===== config.mk =====
export PLATFORM = sky130hd
export DESIGN_NAME = sprite_scan_ctrl_flat
export DESIGN_NICKNAME = d
export VERILOG_FILES = /design/src/rtl/sprite_scan_ctrl_if.sv /design/src/rtl/sprite_scan_ctrl.sv /design/src/flat_wrapper.sv
export SDC_FILE = /design/constraint.sdc
export NUM_CORES = 1
export LEC_CHECK = 0
export ABC_CLOCK_PERIOD_IN_PS = 1600
export CAP_MARGIN = 20
export CORE_MARGIN = 2
export CORE_UTILIZATION = 53
export DETAILED_ROUTE_END_ITERATION = 16
export PLACE_DENSITY = 0.8
export SLEW_MARGIN = 20
export SYNTH_ARGS = -nofsm -noshare
export SYNTH_HDL_FRONTEND = slang
export SYNTH_SLANG_ARGS = --single-unit

===== constraint.sdc =====
create_clock -name Clk -period 1.6 [get_ports Clk]
set_clock_uncertainty 0.05 [all_clocks]
set_input_delay 0.32 -clock Clk [delete_from_list [all_inputs] [get_ports Clk]]
set_output_delay 0.32 -clock Clk [all_outputs]
set_load 0.005 [all_outputs]

===== src/rtl/sprite_scan_ctrl_if.sv =====
// Scan-side bundle for sprite_scan_ctrl: sprite table, scan position and keycode in,
// draw/priority results, run mode and collision mask out.
interface sprite_scan_ctrl_if #(
    parameter int unsigned NUM_SPR = 4,
    parameter int unsigned SPR_W   = 40,
    parameter int unsigned SPR_H   = 78,
    parameter int unsigned COORD_W = 10
) ();
    localparam int unsigned IDX_W = $clog2(NUM_SPR);
    localparam int unsigned ROW_W = $clog2(SPR_H);
    localparam int unsigned COL_W = $clog2(SPR_W);

    logic [NUM_SPR*COORD_W-1:0] SprX;
    logic [NUM_SPR*COORD_W-1:0] SprY;
    logic [NUM_SPR-1:0]         SprEn;
    logic [COORD_W-1:0]         DrawX;
    logic [COORD_W-1:0]         DrawY;
    logic [7:0]                 keycode;
    logic                       DrawSpr;
    logic [IDX_W-1:0]           SprIdx;
    logic [ROW_W-1:0]           SprRow;
    logic [COL_W-1:0]           SprCol;
    logic                       Running;
    logic [NUM_SPR-1:0]         CollMask;

    modport master (
        output SprX, SprY, SprEn, DrawX, DrawY, keycode,
        input  DrawSpr, SprIdx, SprRow, SprCol, Running, CollMask
    );

    modport slave (
        input  SprX, SprY, SprEn, DrawX, DrawY, keycode,
        output DrawSpr, SprIdx, SprRow, SprCol, Running, CollMask
    );
endinterface


===== src/rtl/sprite_scan_ctrl.sv =====
// Multi-sprite scan controller: parallel bounding-box hit test with fixed priority,
// registered draw/ROM-address outputs, keyboard run/pause mode and per-frame collision latch.
module sprite_scan_ctrl #(
    parameter int unsigned NUM_SPR   = 4,
    parameter int unsigned SPR_W     = 40,
    parameter int unsigned SPR_H     = 78,
    parameter int unsigned COORD_W   = 10,
    parameter logic [7:0]  START_KEY = 8'h15,
    parameter logic [7:0]  PAUSE_KEY = 8'h13
) (
    input  logic              Clk,
    input  logic              Reset_n,
    sprite_scan_ctrl_if.slave bus
);
    localparam int unsigned IDX_W = $clog2(NUM_SPR);
    localparam int unsigned ROW_W = $clog2(SPR_H);
    localparam int unsigned COL_W = $clog2(SPR_W);

    typedef enum logic [1:0] {
        S_IDLE,
        S_RUN,
        S_PAUSE
    } mode_e;

    mode_e              state_q, state_d;
    logic               run_q, run_d;
    logic               draw_q, draw_d;
    logic [IDX_W-1:0]   idx_q, idx_d;
    logic [ROW_W-1:0]   row_q, row_d;
    logic [COL_W-1:0]   col_q, col_d;
    logic [NUM_SPR-1:0] acc_q, acc_d;
    logic [NUM_SPR-1:0] coll_q, coll_d;
    logic               at00_q, at00_d;

    logic [NUM_SPR-1:0] hit;
    logic [NUM_SPR-1:0] coll_hit;
    logic [IDX_W-1:0]   win;
    logic [COORD_W-1:0] sel_x, sel_y;
    logic               found;
    logic               multi;
    logic               frame;

    // Right/bottom edges are formed one bit wider so boxes near the max coordinate clip instead of wrapping.
    for (genvar g = 0; g < NUM_SPR; g++) begin : g_hit
        logic [COORD_W-1:0] sx, sy;
        logic [COORD_W:0]   x_end, y_end;
        assign sx     = bus.SprX[g*COORD_W +: COORD_W];
        assign sy     = bus.SprY[g*COORD_W +: COORD_W];
        assign x_end  = {1'b0, sx} + (COORD_W+1)'(SPR_W);
        assign y_end  = {1'b0, sy} + (COORD_W+1)'(SPR_H);
        assign hit[g] = bus.SprEn[g]
                        && (bus.DrawX >= sx) && ({1'b0, bus.DrawX} < x_end)
                        && (bus.DrawY >= sy) && ({1'b0, bus.DrawY} < y_end);
    end

    always_comb begin
        win   = '0;
        sel_x = '0;
        sel_y = '0;
        found = 1'b0;
        for (int unsigned i = 0; i < NUM_SPR; i++) begin
            if (hit[i] && !found) begin
                found = 1'b1;
                win   = IDX_W'(i);
                sel_x = bus.SprX[i*COORD_W +: COORD_W];
                sel_y = bus.SprY[i*COORD_W +: COORD_W];
            end
        end
    end

    always_comb begin
        state_d = state_q;
        case (state_q)
            S_IDLE:  if (bus.keycode == START_KEY) state_d = S_RUN;
            S_RUN:   if (bus.keycode == PAUSE_KEY) state_d = S_PAUSE;
            S_PAUSE: if (bus.keycode == START_KEY) state_d = S_RUN;
            default: state_d = S_IDLE;
        endcase
        run_d = (state_d == S_RUN);

        draw_d = (|hit) && (state_q != S_IDLE);
        idx_d  = draw_d ? win : '0;
        row_d  = draw_d ? ROW_W'(bus.DrawY - sel_y) : '0;
        col_d  = draw_d ? COL_W'(bus.DrawX - sel_x) : '0;

        // Collision gating looks at the mode before any same-cycle key transition.
        multi    = |(hit & (hit - NUM_SPR'(1)));
        coll_hit = ((state_q == S_RUN) && multi) ? hit : '0;
        at00_d   = (bus.DrawX == '0) && (bus.DrawY == '0);
        frame    = at00_d && !at00_q;
        if (frame) begin
            coll_d = acc_q | coll_hit;
            acc_d  = '0;
        end else begin
            coll_d = coll_q;
            acc_d  = acc_q | coll_hit;
        end
    end

    always_ff @(posedge Clk or negedge Reset_n) begin
        if (!Reset_n) begin
            state_q <= S_IDLE;
            run_q   <= 1'b0;
            draw_q  <= 1'b0;
            idx_q   <= '0;
            row_q   <= '0;
            col_q   <= '0;
            acc_q   <= '0;
            coll_q  <= '0;
            at00_q  <= 1'b0;
        end else begin
            state_q <= state_d;
            run_q   <= run_d;
            draw_q  <= draw_d;
            idx_q   <= idx_d;
            row_q   <= row_d;
            col_q   <= col_d;
            acc_q   <= acc_d;
            coll_q  <= coll_d;
            at00_q  <= at00_d;
        end
    end

    assign bus.DrawSpr  = draw_q;
    assign bus.SprIdx   = idx_q;
    assign bus.SprRow   = row_q;
    assign bus.SprCol   = col_q;
    assign bus.Running  = run_q;
    assign bus.CollMask = coll_q;
endmodule


===== src/flat_wrapper.sv =====
// flat-port wrapper written by rule: the top's interface ports become plain ports
module sprite_scan_ctrl_flat 
#(
    parameter int unsigned NUM_SPR   = 4,
    parameter int unsigned SPR_W     = 40,
    parameter int unsigned SPR_H     = 78,
    parameter int unsigned COORD_W   = 10,
    parameter logic [7:0]  START_KEY = 8'h15,
    parameter logic [7:0]  PAUSE_KEY = 8'h13
)
  (Clk, Reset_n, bus_SprX, bus_SprY, bus_SprEn, bus_DrawX, bus_DrawY, bus_keycode, bus_DrawSpr, bus_SprIdx, bus_SprRow, bus_SprCol, bus_Running, bus_CollMask);
  sprite_scan_ctrl_if #(.NUM_SPR(NUM_SPR), .SPR_W(SPR_W), .SPR_H(SPR_H), .COORD_W(COORD_W)) bus_i ();
  input  logic Clk;
  input  logic Reset_n;
  input wire logic [$bits(bus_i.SprX)-1:0] bus_SprX;
  input wire logic [$bits(bus_i.SprY)-1:0] bus_SprY;
  input wire logic [$bits(bus_i.SprEn)-1:0] bus_SprEn;
  input wire logic [$bits(bus_i.DrawX)-1:0] bus_DrawX;
  input wire logic [$bits(bus_i.DrawY)-1:0] bus_DrawY;
  input wire logic [$bits(bus_i.keycode)-1:0] bus_keycode;
  output wire logic [$bits(bus_i.DrawSpr)-1:0] bus_DrawSpr;
  output wire logic [$bits(bus_i.SprIdx)-1:0] bus_SprIdx;
  output wire logic [$bits(bus_i.SprRow)-1:0] bus_SprRow;
  output wire logic [$bits(bus_i.SprCol)-1:0] bus_SprCol;
  output wire logic [$bits(bus_i.Running)-1:0] bus_Running;
  output wire logic [$bits(bus_i.CollMask)-1:0] bus_CollMask;
  assign bus_i.SprX = bus_SprX;
  assign bus_i.SprY = bus_SprY;
  assign bus_i.SprEn = bus_SprEn;
  assign bus_i.DrawX = bus_DrawX;
  assign bus_i.DrawY = bus_DrawY;
  assign bus_i.keycode = bus_keycode;
  assign bus_DrawSpr = bus_i.DrawSpr;
  assign bus_SprIdx = bus_i.SprIdx;
  assign bus_SprRow = bus_i.SprRow;
  assign bus_SprCol = bus_i.SprCol;
  assign bus_Running = bus_i.Running;
  assign bus_CollMask = bus_i.CollMask;
  sprite_scan_ctrl #(.NUM_SPR(NUM_SPR), .SPR_W(SPR_W), .SPR_H(SPR_H), .COORD_W(COORD_W), .START_KEY(START_KEY), .PAUSE_KEY(PAUSE_KEY)) u_core (.Clk(Clk), .Reset_n(Reset_n), .bus(bus_i));
endmodule

==> results.py, run 1 <==
metrics = {
    "clock_network": {
        "cts_max_path_buffers": 2,
        "htreeDepth": 1,
        "cts-root-buf": "clkbuf_16",
        "hold_buffers": 0,
        "numCtsBuffers": 3,
        "clock-sinks": 28,
    },
    "floorplan": {
        "ioPinCount": 135,
        "fp-row-count": 39,
        "initial_core_util": 0.537,
        "die_y_um": 111,
        "die_w_um": 111,
    },
    "synth": {
        "synth-async-reset-ratio": 1.00,
        "synth_cells": 742,
        "syn_avg_cell_area_um2": 8.16,
        "synthDistinctLibCells": 61,
        "ys_seq_area_frac": 0.116,
        "synthesis.area_um2": 6060,
        "synth_warnings": 0,
        "synth.ff_latch_count": 28,
        "syn_nets": 1021,
        "synth_edf_count": 0,
        "synthFlopType": "dfrtp_1",
    },
    "outcome": {
        "haltStage": "5_1_grt",
        "firstError": "[ERROR GRT-0232] Routing congestion too high. Check the congestion heatmap in the GUI.",
        "status": "stopped before the end",
    },
    "sta": {
        "worst-ep-kind": "register data pin",
        "crit_endpoint": "u_core.bus.SprCol[5]$_DFF_PN0_/D",
    },
    "global_route": {
        "grtUsageTotal": 0.673,
        "grt_max_degree": 29,
        "overflow": 1,
        "antenna_found_initial": 4,
    },
    "placement": {
        "io_buffers": 134,
        "routabilityCongestion": 0.969,
        "place_worst_setup_slack_ns": -3.65,
        "place_hpwl_um": 19000,
        "place_inst": 1209,
    },
}
==> stage by stage <==
step / instance area (µm²) / util
after floorplan: 6250 / -
after global placement: 9190 / 0.815
after detailed placement: 9190 / 0.815
after CTS: 10300 / 0.911
==> cell usage after synthesis, types with 3 or more instances <==
library cell,instances,area [µm²]
a2111oi_0,4,35.0
a211o_1,8,70.1
a211oi_1,6,45.0
a21o_1,21,158
a21oi_1,58,290
a221o_1,9,90.1
a22oi_1,9,67.6
a31oi_1,11,68.8
and3_1,4,25.0
buf_2,4,20.0
clkbuf_1,5,18.8
dfrtp_1,28,701
ha_1,163,2040
inv_1,87,327
nand2_1,30,113
nand2b_1,12,75.1
nand3_1,18,90.1
nand4_1,6,37.5
nor2_1,53,199
nor2b_1,6,37.5
nor3_1,23,115
nor4_1,9,56.3
o2111ai_1,3,26.3
o211ai_1,5,37.5
o21a_1,8,60.1
o21ai_0,34,170
o21bai_1,3,22.5
o221ai_1,4,35.0
o311a_1,4,40.0
o31ai_1,7,52.6
or3_1,7,43.8
xnor2_1,51,447
xor2_1,6,52.6
==> kinds of logic after synthesis <==
kind of cell | count (synthesis) | share of synthesized area
compound gates | 213 | 0.242
simple gates | 180 | 0.152
xor+xnor | 57 | 0.0824
flops | 28 | 0.116
buf+inv | 99 | 0.0647
fa+ha+maj | 165 | 0.343
==> layer usage <==
| layer | track usage | GRT overflow |
|---|---|---|
| met4 | 0.668 | 1 |
| met1 | 0.661 | 0 |
| met5 | 0.0250 | 0 |
| met2 | 0.894 | 0 |
| met3 | 0.484 | 0 |
==> repair_timing <==
item | CTS
endpoints found under the setup margin | 26
setup buffers | 40
gates cloned | 2
pin swaps | 97
gates resized for setup | 312
==> inputs of run 2 (changes only) <==
CORE_UTILIZATION = 40   (was 53)
PLACE_DENSITY = not set   (was 0.8)
PLACE_DENSITY_LB_ADDON = 0.15   (was not set)
==> run 2 against run 1 <==
  * The flow now finishes, with violations (setup timing)
  * Synthesized area did not move
  * Synthesized cell count did not move
==> results.py, run 2 <==
metrics = {
    "synth": {
        "yosysTopAreaCell": "ha_1",
        "syn_nets": 1021,
        "synth-async-reset-ratio": 1.00,
        "synth_edf_count": 0,
        "synth.most_common_cell": "ha_1",
        "synth_warnings": 0,
        "synth.top_cells.by_count": "ha_1 (163), inv_1 (87), a21oi_1 (58)",
        "synth.ff_latch_count": 28,
        "synth.top_cell.area_share": 0.337,
        "ys_seq_area_frac": 0.116,
        "syn_avg_cell_area_um2": 8.16,
        "synth.area.top_cells": "ha_1 (34%), dfrtp_1 (12%), xnor2_1 (7.4%)",
        "synth_cells": 742,
        "synthFlopType": "dfrtp_1",
        "synthesis.area_um2": 6060,
        "synthDistinctLibCells": 61,
    },
    "critical_path": {
        "endpoint_kind": "register",
        "crit_chain": "clkdlybuf4s50_1 > ha_1 > buf_4 > nor2_1 > o31ai_1 > a211oi_2 > nor4_2 > nor3_2 > nor4_4 > buf_4 > a221oi_4 > o31ai_2 > ha_2 > inv_2 > fa_2 > a21o_1 > a21oi_2 > o21bai_1 > a21oi_2 > xnor2_2 > buf_4 > o311a_1 > nor3_2",
        "start_kind": "input pin",
        "crit_type": "input pin to register",
        "path_buf_inv": 5,
        "critPathSlowestCell": "clkdlybuf4s50_1",
        "max_stage_delay_ns": 0.51,
        "crit_family": "compound AO/OA/AOI/OAI gates",
        "cp.required_ns": 1.68,
        "crit_top_cell": "buf_4",
        "critical_path.max_fanout": 4,
        "cp.arrival_ns": 4.59,
    },
    "final_layout": {
        "nFillCells": 1110,
        "layout_common_cells": "buf_4 (228), ha_1 (140), inv_1 (71)",
        "diodes": 0,
        "finalNetCount": 1411,
        "area_growth_pct": 76.2,
        "layout-drive-gt1-share": 0.416,
        "fin_area_um2": 10700,
        "largest_reg_flops": 7,
        "final_common_cell": "buf_4",
    },
    "detailed_routing": {
        "drt-pass1-iter-count": 4,
        "wl_met1_um": 9990,
        "antenna_left": 0,
        "wire_per_inst_um": 18.0,
        "highest_layer": "met4",
        "via_per_inst": 5.54,
        "vias": 7280,
        "dr_wl_met3_um": 882,
        "wl_met2_um": 12000,
        "drc": 0,
        "drt_wl_total_um": 23600,
        "drt_first_iter_violations": 371,
    },
    "power_and_ir_drop": {
        "p_int_uw": 2930,
        "switchingPower_uw": 1880,
        "switching_share": 0.391,
        "share_comb_of_total_power": 0.716,
        "p_leak_uw": 0.00524,
        "power_density_nw_per_um2": 450,
        "power_frac_seq": 0.170,
        "p_clk_frac": 0.114,
        "vdd_ir_drop_max_mv": 0.570,
    },
    "global_route": {
        "antenna_found_initial": 0,
        "overflow": 0,
        "grt_pass1_vias": 7665,
        "grtUsageTotal": 0.281,
        "grt_pass1_wl_um": 37000,
        "grt_max_degree": 29,
    },
    "clock_network": {
        "insertion_delay_ns": 0.26,
        "htreeDepth": 1,
        "cts_max_path_buffers": 2,
        "clock-sinks": 28,
        "clk_pin_slew_ns": 0.07,
        "cts-root-buf": "clkbuf_16",
        "tritoncts": "built",
        "numCtsBuffers": 3,
    },
    "sta": {
        "layout_setup_ws_ns": -2.90,
        "maxSlewViolCount": 0,
        "final_min_period_over_clock_period": 2.81,
        "finalHoldViolations": 0,
        "fmax_mhz": 222,
        "whs_ns": 0.379,
        "rsz0062_at_grt": "yes",
        "finalSetupViolCount": 24,
        "relSlewSlack": 0.637,
        "fin_setup_tns_ns": -48.00,
        "period_minus_slack_ns": 4.50,
        "tightest_slew_ns": 0.542,
    },
    "worst_hold_path": {
        "hold_class": "input pin to async pin",
    },
    "floorplan": {
        "initial_core_util": 0.414,
        "coreArea_um2": 14600,
        "die_y_um": 127,
        "die_w_um": 127,
        "ioPinCount": 135,
        "fp-row-count": 44,
        "die_area_um2": 16100,
    },
    "flow_run": {
        "maxCapViolations": 0,
    },
    "placement": {
        "io_buffers": 134,
        "place_hpwl_um": 18700,
        "routabilityCongestion": 0.947,
        "place_area_um2": 9360,
    },
    "outcome": {
        "violations": "setup timing",
        "status": "finished, violations left",
    },
}
run 2: cell counts after synthesis:
No cell type changed its count.
run 2: power by group through the flow:
stage	Sequential [µW]	Clock, µW	Combinational (µW)
after floorplan	817	0	1400
after global placement	812	0	2720
after detailed placement	818	0	2820
after CTS	811	553	3120
after global routing	824	593	3730
final	819	548	3440
run 2: timing repair:
action                                  CTS  global route
pin swaps                                75            91
endpoints found under the setup margin   25            28
buffers inserted                         26            22
resized for setup                       222           168
gates cloned                              2             0
hold buffers                              0             0
run 2: path summary, 6_finish.rpt:
kind | start | end | slack (ns) | depth (start not counted)
max reg2reg | u_core.state_q[1] | u_core.state_q[0] | 0.09 | 3
min in group Clk | bus_DrawX[0] | u_core.bus.SprCol[0] | 0.44 | 4
max | bus_SprY[30] | u_core.bus.SprRow[6] | -2.90 | 23
min | Reset_n | u_core.bus.SprRow[1] | 0.38 | 2
max in group asynchronous | Reset_n | u_core.bus.SprCol[1] | 0.84 | 2
min reg2reg | u_core.bus.CollMask[3] | u_core.bus.CollMask[3] | 0.49 | 2
run 2: cells by family (layout without fill, tap and decap cells):
logic type               Yosys count  in the layout  share of synthesized area
AO/OA/AOI/OAI                    213            214                      0.242
XOR/XNOR                          57             57                     0.0824
adder cells (fa/ha/maj)          165            165                      0.343
buffers and inverters             99            486                     0.0647
flip-flops                        28             28                      0.116
AND/OR/NAND/NOR                  180            180                      0.152
run 2: layout make-up:
cell class | count | area (µm²) | share of cell area
multi-input cells | 616 | 6000 | 0.562
repair buffers | 395 | 3330 | 0.312
flip-flops and latches | 28 | 701 | 0.0656
inverters | 88 | 340 | 0.0319
well taps | 184 | 230 | 0.0216
clock buffers | 3 | 75.1 | 0.00703
run 2: per-stage QoR:
stage,power (µW),instances,utilization,setup slack [ns]
after global routing,5150,1314,0.729,-3.15
after CTS,4480,1295,0.693,-2.95
after detailed placement,3640,1267,0.639,-3.61
after floorplan,2220,742,-,-2.74
after global placement,3540,1267,0.639,-3.45
final,4810,1314,0.729,-2.90
run 2: per-layer routing:
| layer | vias to the layer above | GRT usage |
|---|---|---|
| met5 | - | 0 |
| met3 | 58 | 0.0214 |
| met2 | 223 | 0.525 |
| li1 | 3525 | - |
| met4 | 0 | 0.0789 |
| met1 | 3474 | 0.346 |
No activity file was read; power rests on OpenSTA's default activity.
==> inputs of run 3 (changes only) <==
ABC_AREA = 1   (was not set)
TNS_END_PERCENT = 20   (was not set)
==> run 3 against run 2 <==
  * The run still ends with setup timing left
  * Utilization decreased by 1.7 points
  * Hold slack improved by 0.019 ns
  * Setup slack improved by 0.54 ns
  * Sequential cell count unchanged
  * Maximum frequency increased by 14%
  * Clock power increased by 12%
  * Final area increased by 6.8%
  * Wire length decreased by 2.4%
  * First-iteration DRC count increased by 16%
  * Non-clock buffer count increased by 12
  * Critical path type unchanged
  * Largest cell class unchanged
==> results.py, run 3 <==
metrics = {
    "outcome": {
        "status": "finished, violations left",
        "violations": "setup timing",
    },
    "clock_network": {
        "hold_buffers": 0,
        "clk_pin_slew_ns": 0.07,
        "insertion_delay_ns": 0.26,
        "tritoncts": "built",
        "clock-sinks": 28,
        "htreeDepth": 1,
        "cts-root-buf": "clkbuf_16",
        "numCtsBuffers": 3,
        "cts_max_path_buffers": 2,
    },
    "floorplan": {
        "initial_core_util": 0.411,
        "fp-row-count": 46,
        "die_w_um": 132,
        "die_area_um2": 17500,
        "ioPinCount": 135,
        "coreArea_um2": 16000,
        "die_y_um": 132,
    },
    "detailed_routing": {
        "drt-pass1-iter-count": 5,
        "antenna_left": 0,
        "drc": 0,
        "drt_first_iter_violations": 432,
        "vias": 7898,
        "via_per_inst": 4.90,
        "drt_wl_total_um": 23000,
        "wire_per_inst_um": 14.3,
    },
    "synth": {
        "synth-async-reset-ratio": 1.00,
        "synthFlopType": "dfrtp_1",
        "ys_seq_area_frac": 0.106,
        "synthesis.area_um2": 6580,
        "yosysTopAreaCell": "ha_1",
        "syn_nets": 1265,
        "synth.area.top_cells": "ha_1 (31%), nand2_1 (14%), dfrtp_1 (11%)",
        "synth_cells": 986,
        "synth.top_cells.by_count": "nand2_1 (242), ha_1 (163), inv_1 (148)",
        "syn_avg_cell_area_um2": 6.67,
        "synthDistinctLibCells": 43,
        "synth_edf_count": 0,
        "synth.ff_latch_count": 28,
        "synth.top_cell.area_share": 0.310,
        "synth.most_common_cell": "nand2_1",
        "synth_warnings": 0,
    },
    "sta": {
        "final_min_period_over_clock_period": 2.48,
        "maxSlewViolCount": 0,
        "finalSetupViolCount": 25,
        "rsz0062_at_grt": "yes",
        "layout_setup_ws_ns": -2.37,
        "finalHoldViolations": 0,
        "period_minus_slack_ns": 3.97,
        "relSlewSlack": 0.750,
        "tightest_slew_ns": 0.375,
        "fmax_mhz": 252,
    },
    "power_and_ir_drop": {
        "power_uw": 4550,
        "switchingPower_uw": 1840,
        "p_leak_uw": 0.00608,
        "p_int_uw": 2710,
        "p_clk_frac": 0.135,
        "power_density_nw_per_um2": 399,
        "share_comb_of_total_power": 0.704,
        "vdd_ir_drop_max_mv": 0.507,
        "switching_share": 0.405,
        "power_frac_seq": 0.161,
    },
    "placement": {
        "io_buffers": 134,
        "place_worst_setup_slack_ns": -3.01,
        "routabilityCongestion": 0.881,
        "place_hpwl_um": 17900,
    },
    "final_layout": {
        "diodes": 0,
        "layout_common_cells": "buf_4 (241), nand2_1 (203), ha_1 (142)",
        "post-route-util": 0.712,
        "largest_reg_flops": 7,
        "final_common_cell": "buf_4",
        "finalNetCount": 1675,
        "layout-drive-gt1-share": 0.370,
        "area_growth_pct": 73.2,
        "nFillCells": 1324,
    },
    "critical_path": {
        "endpoint_kind": "register",
        "reg2reg_depth": 8,
        "start_kind": "input pin",
        "cp.arrival_ns": 4.06,
        "crit_type": "input pin to register",
        "critical_path.max_fanout": 4,
        "cp.required_ns": 1.70,
    },
    "global_route": {
        "grt_pass1_wl_um": 35500,
        "grtUsageTotal": 0.244,
        "grt_max_degree": 29,
        "overflow": 0,
        "antenna_found_initial": 0,
        "grt_pass1_vias": 7638,
    },
    "flow_run": {
        "maxCapViolations": 0,
    },
    "worst_hold_path": {
        "hold_class": "input pin to async pin",
    },
}
==> run 3: layer usage <==
| layer | routed length (µm) | share of wire | vias to the layer above | GRT usage |
|---|---|---|---|---|
| li1 | - | - | 4065 | - |
| met3 | 984 | 0.043 | 38 | 0.0177 |
| met5 | 0 | 0 | - | 0 |
| met4 | 460 | 0.020 | 0 | 0.0376 |
| met1 | 10100 | 0.44 | 3598 | 0.319 |
| met2 | 11500 | 0.50 | 197 | 0.445 |
==> run 3: cells by family (layout without fill, tap and decap cells) <==
group                    after synthesis  in the layout  synth area share
AND/OR/NAND/NOR                      449            449             0.302
flip-flops                            28             28             0.106
adder cells (fa/ha/maj)              165            165             0.316
XOR/XNOR                              50             50            0.0666
buffers and inverters                162            571            0.0945
AO/OA/AOI/OAI                        132            132             0.115
==> run 3: repair_timing <==
| item | in CTS | in global routing |
|---|---|---|
| gates resized for setup | 177 | 216 |
| pin swaps | 88 | 149 |
| setup endpoints to repair | 25 | 25 |
| setup buffers | 32 | 22 |
==> run 3: cell type report <==
type                            count  area, µm²  area share
Multi-Input combinational cell    796       6150       0.540
Tap cell                          216        270      0.0237
Inverter                          160        643      0.0564
Sequential cell                    28        701      0.0615
Timing Repair Buffer              407       3540       0.311
Clock buffer                        4       88.8     0.00779
==> run 3: critical path: stages <==
cell and delay, ns:
clkbuf_2 0.12, nand3_2 0.11, nor2_4 0.13, nor2_4 0.06, a21oi_2 0.13, xor2_1 0.25
ha_1 0.30, a21oi_2 0.17, nor2_2 0.06, nor2_2 0.15, nand3_2 0.16, buf_6 0.16
buf_4 0.14, o22ai_2 0.19, o22ai_1 0.12, ha_1 0.37, nand2_1 0.11, nor2_2 0.05
a211oi_2 0.28, nor2_2 0.09, nor2_1 0.15, nor2_1 0.07, nor2_1 0.12, xor2_1 0.16
nor2_1 0.06
==> run 3: stage by stage <==
| step | cell area, µm² | TNS, ns | std cells | hold slack [ns] |
|---|---|---|---|---|
| after floorplan | 6660 | -29.27 | 986 | -0.0256 |
| after global placement | 9990 | -52.35 | 1556 | 0.423 |
| after detailed placement | 9990 | -54.85 | 1556 | 0.422 |
| after CTS | 10600 | -42.10 | 1590 | 0.412 |
| after global routing | 11400 | -46.44 | 1611 | 0.435 |
| final | 11400 | -42.20 | 1611 | 0.398 |
==> run 3: worst paths after layout <==
check	startpoint	end	slack (ns)
worst max-delay path	bus_SprY[5]	u_core.bus.SprRow[5]	-2.37
worst min-delay path	Reset_n	u_core.acc_q[1]	0.40
worst max register to register	u_core.state_q[0]	u_core.bus.CollMask[1]	0.18
worst min register to register	u_core.bus.CollMask[2]	u_core.bus.CollMask[2]	0.43
max in group asynchronous	Reset_n	u_core.bus.SprCol[0]	0.83
min in group Clk	u_core.bus.CollMask[2]	u_core.bus.CollMask[2]	0.43
==> run 3: power groups by stage <==
stage                     Clock [µW]  Sequential (µW)  Combinational, µW
after floorplan                    0              746               1350
after global placement             0              745               2610
after detailed placement           0              745               2660
after CTS                        616              733               2840
after global routing             648              734               3540
final                            612              733               3200
==> inputs of run 4 (changes only) <==
ABC_CLOCK_PERIOD_IN_PS = 5100   (was 1600)
clock period = 5.1 ns   (was 1.6 ns; I/O delays follow)
==> run 4 against run 3 <==
  * The flow now finishes without violations
  * Largest power group unchanged
  * Hold slack improved by 0.040 ns
  * Combinational power decreased by 75%
  * Setup slack gained 2.7 ns
  * Utilization decreased by 10 points
  * Highest routed layer unchanged
  * Critical path type unchanged
  * Critical path depth grew 1
==> results.py, run 4 (synthesis gave the netlist of run 3 again) <==
metrics = {
    "outcome": {
        "status": "finished clean",
    },
    "critical_path": {
        "start_kind": "input pin",
        "crit_type": "input pin to register",
        "critical_path.max_fanout": 7,
        "cp.required_ns": 5.24,
        "cp.arrival_ns": 4.91,
        "endpoint_kind": "register",
    },
    "global_route": {
        "grt_pass1_wl_um": 31700,
        "grt_max_degree": 29,
        "overflow": 0,
        "gr-usage-met2": 0.385,
        "grt_use_met1": 0.296,
        "antenna_found_initial": 0,
        "use_met3": 0.0135,
        "grtUsageTotal": 0.218,
        "grt_pass1_vias": 6737,
        "grt.busiest_layer": "met2",
    },
    "clock_network": {
        "cts-root-buf": "clkbuf_16",
        "htreeDepth": 1,
        "tritoncts": "built",
        "clk_pin_slew_ns": 0.06,
        "cts_max_path_buffers": 2,
        "insertion_delay_ns": 0.26,
        "numCtsBuffers": 3,
        "clock-sinks": 28,
    },
    "detailed_routing": {
        "wire_per_inst_um": 13.3,
        "antenna_left": 0,
        "vias": 7146,
        "drt-pass1-iter-count": 5,
        "drt_first_iter_violations": 298,
        "drt_wl_total_um": 19700,
        "via_per_inst": 4.83,
        "drc": 0,
    },
    "placement": {
        "routabilityCongestion": 0.904,
        "io_buffers": 134,
        "place_hpwl_um": 16900,
        "place_worst_setup_slack_ns": -0.361,
    },
    "final_layout": {
        "diodes": 0,
        "largest_reg_flops": 7,
        "nFillCells": 1567,
        "area_growth_pct": 48.0,
        "layout_common_cells": "nand2_1 (230), ha_1 (157), inv_1 (140)",
        "post-route-util": 0.609,
        "finalNetCount": 1542,
        "final_common_cell": "nand2_1",
        "layout-drive-gt1-share": 0.202,
    },
    "power_and_ir_drop": {
        "vdd_ir_drop_max_mv": 0.116,
        "power_density_nw_per_um2": 126,
        "p_leak_uw": 0.00536,
    },
    "sta": {
        "tightest_slew_ns": 0.587,
        "whs_ns": 0.438,
        "fmax_mhz": 210,
        "finalSetupViolCount": 0,
        "maxSlewViolCount": 0,
        "layout_setup_ws_ns": 0.329,
        "final_min_period_over_clock_period": 0.936,
        "finalHoldViolations": 0,
        "period_minus_slack_ns": 4.77,
        "relSlewSlack": 0.605,
    },
    "floorplan": {
        "die_area_um2": 17500,
        "die_y_um": 132,
        "ioPinCount": 135,
        "coreArea_um2": 16000,
        "initial_core_util": 0.411,
        "die_w_um": 132,
        "fp-row-count": 46,
    },
    "worst_hold_path": {
        "hold_class": "register to register",
    },
    "flow_run": {
        "maxCapViolations": 0,
    },
}
==> run 4: area by class of cell <==
type,count,area (µm²),share of cell area
Sequential cell,28,701,0.0719
Tap cell,216,270,0.0277
Clock buffer,4,88.8,0.00912
Multi-Input combinational cell,796,5550,0.570
Inverter,160,606,0.0622
Timing Repair Buffer,274,2530,0.259
==> run 4: worst max-delay path: stages <==
cell and delay [ns]:
clkdlybuf4s50_1 0.66, buf_4 0.27, ha_1 0.30, a21oi_1 0.16
o21ai_0 0.10, nand2_1 0.06, nand4_1 0.19, nand3_4 0.19
nand2_8 0.07, nor2_8 0.13, nand2_1 0.06, nand3_1 0.07
ha_2 0.19, inv_2 0.05, fa_2 0.39, nand2_2 0.07
nand2_1 0.06, a21oi_2 0.17, nor2_2 0.06, o21ai_1 0.12
nand2_1 0.07, xnor2_1 0.14, inv_1 0.06, nand3_1 0.08
nand2_1 0.05, nor2_1 0.09
==> run 4: what timing repair did <==
| item | 4_1_cts | 5_1_grt |
|---|---|---|
| pin swaps | 1 | 71 |
| hold buffers | 0 | 0 |
| setup buffers | 1 | 10 |
| resized for setup | 3 | 123 |
| endpoints found under the setup margin | 1 | 4 |
==> run 4: metal layers <==
metal | part of all wire | wire length [µm]
met4 | 0.015 | 302
met5 | 0 | 0
met3 | 0.037 | 735
met1 | 0.48 | 9380
met2 | 0.47 | 9280
==> run 4: where the power goes <==
| group | switching (µW) | leakage, µW | internal [µW] |
|---|---|---|---|
| Sequential | 2.49 | 0.000369 | 227 |
| Combinational | 419 | 0.00494 | 394 |
| Clock | 69.6 | 0.0000442 | 120 |
==> run 4: path summary, 6_finish.rpt <==
| kind | from | to | slack, ns | cells after the start |
|---|---|---|---|---|
| min in group asynchronous | Reset_n | u_core.bus.CollMask[2] | 1.08 | 2 |
| hold / removal | u_core.bus.CollMask[1] | u_core.bus.CollMask[1] | 0.44 | 2 |
| hold reg to reg | u_core.bus.CollMask[1] | u_core.bus.CollMask[1] | 0.44 | 2 |
| setup / recovery | bus_DrawY[5] | u_core.bus.SprRow[6] | 0.33 | 26 |
| max in group asynchronous | Reset_n | u_core.bus.SprRow[0] | 3.67 | 2 |
| setup reg to reg | u_core.state_q[0] | u_core.bus.CollMask[2] | 3.71 | 8 |
==> run 4: stage by stage <==
step	total power (µW)	cells	TNS (ns)	cell area, µm²
floorplan	649	986	0	6580
global placement	983	1463	-0.642	9190
detailed placement	994	1463	-0.995	9190
CTS	1190	1468	0	9300
global route	1350	1478	-0.0222	9740
finish	1230	1478	0	9740
